### src/rtl/interrupt_controller.sv
// Prioritised interrupt controller: synchronises 8 edge-triggered lines,
// latches pending status and presents one masked vector to the core.
module interrupt_controller #(
  parameter int NUM_IRQ     = 8,
  parameter int SYNC_STAGES = 2,
  parameter int VW          = $clog2(NUM_IRQ)
) (
  input  logic               clk,
  input  logic               arst,
  input  logic [NUM_IRQ-1:0] irq_in,
  input  logic               int_enable,
  input  logic               mask_wrt,
  input  logic [NUM_IRQ-1:0] mask_in,
  input  logic               int_ack,
  input  logic               clear_all,
  output logic [NUM_IRQ-1:0] irq_masks,
  output logic [NUM_IRQ-1:0] irq_status,
  output logic               int_request,
  output logic [VW-1:0]      int_vector
);

  typedef enum logic [1:0] {
    IDLE = 2'd0,
    REQ  = 2'd1,
    HOLD = 2'd2
  } state_e;

  state_e state_q, state_d;

  logic [SYNC_STAGES-1:0][NUM_IRQ-1:0] sync_q;
  logic [NUM_IRQ-1:0] last_q;
  logic [NUM_IRQ-1:0] mask_q, mask_d;
  logic [NUM_IRQ-1:0] stat_q, stat_d;
  logic               req_q, req_d;
  logic [VW-1:0]      vec_q, vec_d;

  logic [NUM_IRQ-1:0] sync_out;
  logic [NUM_IRQ-1:0] rise;
  logic [NUM_IRQ-1:0] eligible;
  logic [VW-1:0]      sel;
  logic               ack_hit;

  assign sync_out = sync_q[SYNC_STAGES-1];
  assign rise     = sync_out & ~last_q;
  assign eligible = stat_q & mask_q;
  assign ack_hit  = int_ack && (state_q == REQ);

  always_comb begin
    sel = '0;
    for (int i = NUM_IRQ - 1; i >= 0; i--) begin
      if (eligible[i]) sel = VW'(i);
    end
  end

  always_comb begin
    mask_d = mask_wrt ? mask_in : mask_q;
  end

  // Set beats a same-cycle ack of that bit; clear_all beats everything.
  always_comb begin
    stat_d = stat_q;
    for (int i = 0; i < NUM_IRQ; i++) begin
      if (clear_all) begin
        stat_d[i] = 1'b0;
      end else if (rise[i]) begin
        stat_d[i] = 1'b1;
      end else if (ack_hit && (vec_q == VW'(i))) begin
        stat_d[i] = 1'b0;
      end
    end
  end

  always_comb begin
    state_d = state_q;
    req_d   = req_q;
    vec_d   = vec_q;
    unique case (state_q)
      IDLE: begin
        req_d = 1'b0;
        if ((|eligible) && int_enable && !clear_all) begin
          vec_d   = sel;
          req_d   = 1'b1;
          state_d = REQ;
        end
      end
      REQ: begin
        unique case (1'b1)
          clear_all: begin
            req_d   = 1'b0;
            state_d = IDLE;
          end
          int_ack: begin
            req_d   = 1'b0;
            state_d = HOLD;
          end
          (!int_enable || !mask_q[vec_q]): begin
            req_d   = 1'b0;
            state_d = IDLE;
          end
          default: ;
        endcase
      end
      HOLD: begin
        req_d   = 1'b0;
        state_d = IDLE;
      end
      default: begin
        req_d   = 1'b0;
        state_d = IDLE;
      end
    endcase
  end

  always_ff @(posedge clk or negedge arst) begin
    if (!arst) begin
      sync_q  <= '0;
      last_q  <= '0;
      mask_q  <= '0;
      stat_q  <= '0;
      req_q   <= 1'b0;
      vec_q   <= '0;
      state_q <= IDLE;
    end else begin
      sync_q  <= {sync_q[SYNC_STAGES-2:0], irq_in};
      last_q  <= sync_out;
      mask_q  <= mask_d;
      stat_q  <= stat_d;
      req_q   <= req_d;
      vec_q   <= vec_d;
      state_q <= state_d;
    end
  end

  assign irq_masks   = mask_q;
  assign irq_status  = stat_q;
  assign int_request = req_q;
  assign int_vector  = vec_q;

endmodule
### config.mk
export PLATFORM = sky130hd
export DESIGN_NAME = interrupt_controller
export DESIGN_NICKNAME = d
export VERILOG_FILES = /design/src/rtl/interrupt_controller.sv
export SDC_FILE = /design/constraint.sdc
export NUM_CORES = 1
export LEC_CHECK = 0
export ABC_CLOCK_PERIOD_IN_PS = 1500
export BUFFER_PORTS_ARGS = -buffer_cell sky130_fd_sc_hd__buf_4
export CORE_UTILIZATION = 35
export CTS_BUF_LIST = sky130_fd_sc_hd__clkbuf_4
export DETAILED_ROUTE_END_ITERATION = 7
export PLACE_DENSITY = 0.64
export REMOVE_ABC_BUFFERS = 1
export SLEW_MARGIN = 10
export SYNTH_ARGS = -nofsm -noshare
export SYNTH_HDL_FRONTEND = slang
export SYNTH_SLANG_ARGS = --single-unit
export TNS_END_PERCENT = 30
### constraint.sdc
create_clock -name clk -period 1.5 [get_ports clk]
set_clock_uncertainty 0.15 [all_clocks]
set_input_delay 0.3 -clock clk [delete_from_list [all_inputs] [get_ports clk]]
set_output_delay 0.3 -clock clk [all_outputs]
set_load 0.02 [all_outputs]
==> results of run 1 <==
==> state kept, by name (all words and copies together) (netlist names) <==
name,flops
last_q,8
int_vector,3
irq_masks,8
state_q,2
sync_q,8
int_request,1
sync_out,8
irq_status,8
==> final timing paths <==
kind                               from       endpoint  slack [ps]  cells after the start
min reg2reg                   sync_q[0]    sync_out[0]         210                      0
min                          mask_in[2]   irq_masks[2]          20                      2
max reg2reg                irq_masks[6]  int_vector[1]        -120                      4
max in group asynchronous          arst   irq_masks[2]         460                      2
max                        irq_masks[6]  int_vector[1]        -120                      4
min in group asynchronous          arst    int_request         330                      2
==> cell usage after synthesis (all sizes together) (2+ instances only) <==
library cell / n / area [sq um]
a21oi: 11 / 55.05
dfrtp: 46 / 1151
nor2b: 3 / 18.77
nand3: 2 / 10.01
o31ai: 2 / 15.01
nand2: 5 / 18.77
a22oi: 4 / 35.03
buf: 2 / 16.26
nor2: 2 / 7.510
nand2b: 12 / 82.58
mux2: 10 / 120.1
o21ai: 9 / 56.31
mux2i: 4 / 40.04
clkbuf: 2 / 7.510
==> placed cells by master (no fill, tap or decap), drive strengths merged, types with 2 or more instances in the layout <==
master       Yosys  routed
a22oi            4       4
o31ai            2       2
dlygate4sd3      0      12
a21oi           11      11
mux2            10      10
clkbuf           2       5
nand2b          12      12
clkinv           0       2
nor2             2       2
buf              2      67
dfrtp           46      46
nand3            2       2
mux2i            4       4
o21ai            9       9
nand2            5       5
nor2b            3       3
==> timing repair <==
item,in CTS,in global routing
gates resized for setup,33,12
pin swaps,1,3
endpoints found under the setup margin,19,25
endpoints found under the hold margin,55,2
hold buffers,10,2
buffers inserted,4,2
==> final cells by class <==
class,count,area (sq um)
Inverter,1,3.754
Timing Repair Buffer,79,747.0
Tap cell,67,83.83
Fill cell,408,2092
Clock buffer,5,37.54
Clock inverter,3,16.27
Multi-Input combinational cell,74,586.8
Sequential cell,46,1156
==> critical path, cell delays in order, from the launching register on <==
cell      delay [ps]
dfrtp_1          410
a22o_1           260
a222oi_1         320
a221oi_1         100
mux2_4           280
==> cells by family after synthesis <==
kind of cell,Yosys count
mux,14
flops,46
buf+inv,5
compound gates,32
simple gates,28
==> metal layers <==
metal  vias up  global-route usage  wire (um)
met1       651              0.1919       1685
met3        11             0.04306        242
li1        611                   -          -
met5         -                   0          0
met2        55              0.2731       2059
met4         0             0.06754         70
==> power breakdown <==
group | internal [mW] | switching (mW) | total (mW)
logic | 0.455 | 0.382 | 0.837
clock network | 0.175 | 0.387 | 0.562
registers | 1.35 | 0.124 | 1.47
==> flow_summary.ini, run 1 <==
[final_layout]
drive_gt1_frac = 0.4808
utilization = 0.5571
nets = 229
design_area_sq_um = 2631
syn_to_final_growth_pct = 52.28
diodes = 0
fin_cells = 275

[drt]
vias_per_cell = 4.829
wl_per_cell_um = 14.76
route.antenna.remaining_nets = 0
drc = 0
drtIter0Drc = 95
vias = 1328
drt-total-wl_um = 4059
dr.pass1.iters = 4

[sta]
postLayoutSetupSlackWorst_ps = -115.9
holdWs_ps = 18.45
setup_tns_ps = -343.9
setup_viol = 9
slew-limit-headroom = 0.6226
drv_slew = 0
fmax_mhz = 618.9
post-route-min-period_ps = 1616
worstMarginPinSlew_ps = 566.1
hold_viol = 0
min_period_over_period = 1.077
rsz0062_at_grt = yes

[floorplanning]
num_rows = 25
fp.dieW_um = 72.26
die_area_sq_um = 5222
start_util = 0.3658
die_y_um = 72.26
coreArea_sq_um = 4723
pin_count = 42

[yosys]
synth_warnings = 0
muxShareOfSynthArea = 0.09269
synth-main-ff-cell = dfrtp_1
synthXorXnorAreaFrac = 0
synthCells = 125
synthAdderAreaFrac = 0
ys_async_sr_fraction = 1.000
avgSynthCellArea_sq_um = 13.82
synth_top_family_by_area = compound AO/OA/AOI/OAI gates
syn-cell-area_sq_um = 1728
ys_ff_latch = 46
synth-simple-area-share = 0.1007
synth_cell_type_count = 30
synth_compound_area_frac = 0.1245
synth_edf_count = 0
synth-seq-area-share = 0.6662

[hold_path]
hold_class = primary input to flop

[place]
dpl_cell_area_sq_um = 2246
io_buffers = 41
place_inst = 249
place_ws_ps = -74.63
place_congestion = 0.8809
hpwl_um = 2821

[worst_setup_path]
start_kind = flop
crit_fanout = 2
cp.required_ps = 1600
crit_type = flop to flop
end_kind = flop
arrival_ps = 1720

[clocking]
htreeDepth = 2
cts_tree = yes
cts-root-buf = clkbuf_4
clock_path_buffers = 2
clock_latency_ps = 350
numCtsBuffers = 5
cts.reportedPaths.clkPinSlew_ps = 130
clock-sinks = 46

[global_routing]
grt_max_degree = 47
grt_usage = 0.1604
antenna_found_initial = 0
grt_pass1_wl_um = 6216
grt-ovfl-total = 0
grt_pass1_vias = 1308

[pwr]
power.leakage_nw = 1.184
power_density_nw_per_um2 = 1092
finalPower_mw = 2.872
peakVddDrop_uv = 526.2

[run_status]
status = finished, violations left
violations = negative setup slack

[job]
maxCapViolations = 0
(Power assumes the default switching activity.)
==> run 2: changes to the inputs <==
--- a/config.mk
+++ b/config.mk
@@ -12,3 +12,3 @@
 export DETAILED_ROUTE_END_ITERATION = 7
-export PLACE_DENSITY = 0.64
+export PLACE_DENSITY = 0.68
 export REMOVE_ABC_BUFFERS = 1
==> constraint.sdc (replaced) <==
create_clock -name clk -period 1.5 [get_ports clk]
set_clock_uncertainty 0.15 [all_clocks]
set_input_delay 0 -clock clk [delete_from_list [all_inputs] [get_ports clk]]
set_output_delay 0 -clock clk [all_outputs]
set_load 0.02 [all_outputs]
==> run 2 against run 1 <==
The flow still finishes with violations (negative setup slack). Register-to-register slack better by 60 ps. Die area unchanged. Count of clock-buffer cells in the layout unchanged. Design area down 3.7%. First-iteration DRC count up 11%. Utilization down 2.0 points. Critical path depth unchanged. Via count up 1.2%. Global-route usage down 0.24 points. Combinational power down 13%. Hold slack worse by 7.0 ps. Setup slack better by 61 ps. Largest power group unchanged.
==> flow_summary.ini, run 2 (synthesis results as in run 1) <==
[run_status]
status = finished, violations left
violations = negative setup slack

[floorplanning]
die_y_um = 72.26
start_util = 0.3658
pin_count = 42
fp.dieW_um = 72.26
die_area_sq_um = 5222
num_rows = 25
coreArea_sq_um = 4723

[final_layout]
diodes = 0
drive_gt1_frac = 0.4123
syn_to_final_growth_pct = 46.71
seqCellArea_sq_um = 1151
fill_cells = 409
nets = 232
fin_cells = 278
multiInputGateArea_sq_um = 574.3
layout_common_cells = 61 x buf_4, 46 x dfrtp_1, 21 x dlygate4sd3_1
final_common_cell = buf_4

[sta]
holdWs_ps = 11.46
min_period_over_period = 1.036
hold_viol = 0
rsz0062_at_grt = yes
post-route-min-period_ps = 1554
worstMarginPinSlew_ps = 566.9
setup_tns_ps = -95.50
fmax_mhz = 643.3
postLayoutSetupSlackWorst_ps = -54.46
setup_viol = 2
drv_slew = 0
slew-limit-headroom = 0.6221

[drt]
vias = 1344
drt-total-wl_um = 3791
drtIter0Drc = 105
route.antenna.remaining_nets = 0
dr.pass1.iters = 4
drc = 0
wl_per_cell_um = 13.64
vias_per_cell = 4.835

[worst_setup_path]
end_kind = flop
start_kind = flop
arrival_ps = 1650
crit_type = flop to flop
slowest_stage = dfrtp_1
crit_chain = a22o_1, nand2b_4, o21ai_4, mux2_4
crit_fanout = 3
cp.required_ps = 1600
critPathMaxStageDelay_ps = 400

[global_routing]
grt_pass1_wl_um = 6127
grt-ovfl-total = 0
grt_usage = 0.1580
grt_pass1_vias = 1324
antenna_found_initial = 0
grt_max_degree = 47

[place]
io_buffers = 41
place_congestion = 0.8557
place_inst = 249
hpwl_um = 2750

[clocking]
clock_latency_ps = 350
htreeDepth = 2
numCtsBuffers = 5
clock_path_buffers = 2
clock-sinks = 46
cts.reportedPaths.clkPinSlew_ps = 130
cts-root-buf = clkbuf_4
cts_tree = yes

[pwr]
peakVddDrop_uv = 557.0
finalPower_mw = 2.739
power.leakage_nw = 1.160
power_density_nw_per_um2 = 1080

[job]
maxCapViolations = 0

[hold_path]
hold_class = primary input to async pin
[run 2: changes by cell type in the layout (fill, tap and decap cells not counted), sizes merged]
cell         change
buf              -6
dlygate4sd3      +9
[run 2: stage by stage]
stage                     area (sq um)  setup WS (ps)    util
after global routing              2535         -157.3  0.5367
after detailed placement          2246         -69.48  0.4755
after global placement            2246         -35.46  0.4755
after CTS                         2527         -54.39  0.5351
final                             2535         -54.46  0.5367
after floorplan                   1704         -157.3       -
[run 2: final timing paths]
| check | from | cells past startpoint | slack (ps) | end |
|---|---|---|---|---|
| hold reg to reg | sync_q[6] | 0 | 210 | sync_out[6] |
| setup / recovery | irq_status[6] | 4 | -50 | int_vector[1] |
| min in group clk | irq_in[0] | 2 | 140 | sync_q[0] |
| hold / removal | arst | 2 | 10 | int_request |
| max in group asynchronous | arst | 2 | 790 | last_q[6] |
| setup reg to reg | irq_status[6] | 4 | -50 | int_vector[1] |
[run 2: routing by layer]
metal | global-route usage | wire length (um)
met5 | 0 | 0
met4 | 0.05229 | 65
met3 | 0.04583 | 284
met2 | 0.2586 | 1868
met1 | 0.2022 | 1572
[run 2: worst max-delay path: cells and delay by family (launching register included)]
kind	cells	cell delay [ps]
AOI/OAI and AO/OA	2	430
muxes	1	320
DFF	1	400
and+or+nand+nor	1	150
[run 2: report_power, final]
part           total (mW)  leakage, nW  switching (mW)  internal [mW]
clock               0.542       0.0286           0.368          0.175
sequential           1.47        0.557           0.126           1.34
combinational       0.727        0.575           0.339          0.388
total                2.74         1.16           0.833           1.91
[run 2: cell type report]
| cell class | count | area share |
|---|---|---|
| repair buffers | 82 | 0.2636 |
| inverters | 1 | 0.001481 |
| multi-input cells | 74 | 0.2266 |
| clock buffers | 5 | 0.01481 |
| clock inverters | 3 | 0.006417 |
| flip-flops and latches | 46 | 0.4541 |
| well taps | 67 | 0.03307 |
[run 2: what timing repair did]
item                       CTS  global route
hold buffers                21             0
buffers inserted             0             0
setup endpoints to repair    3             3
pin swaps                    2             0
resized for setup            3             2
hold endpoints to repair    76             0
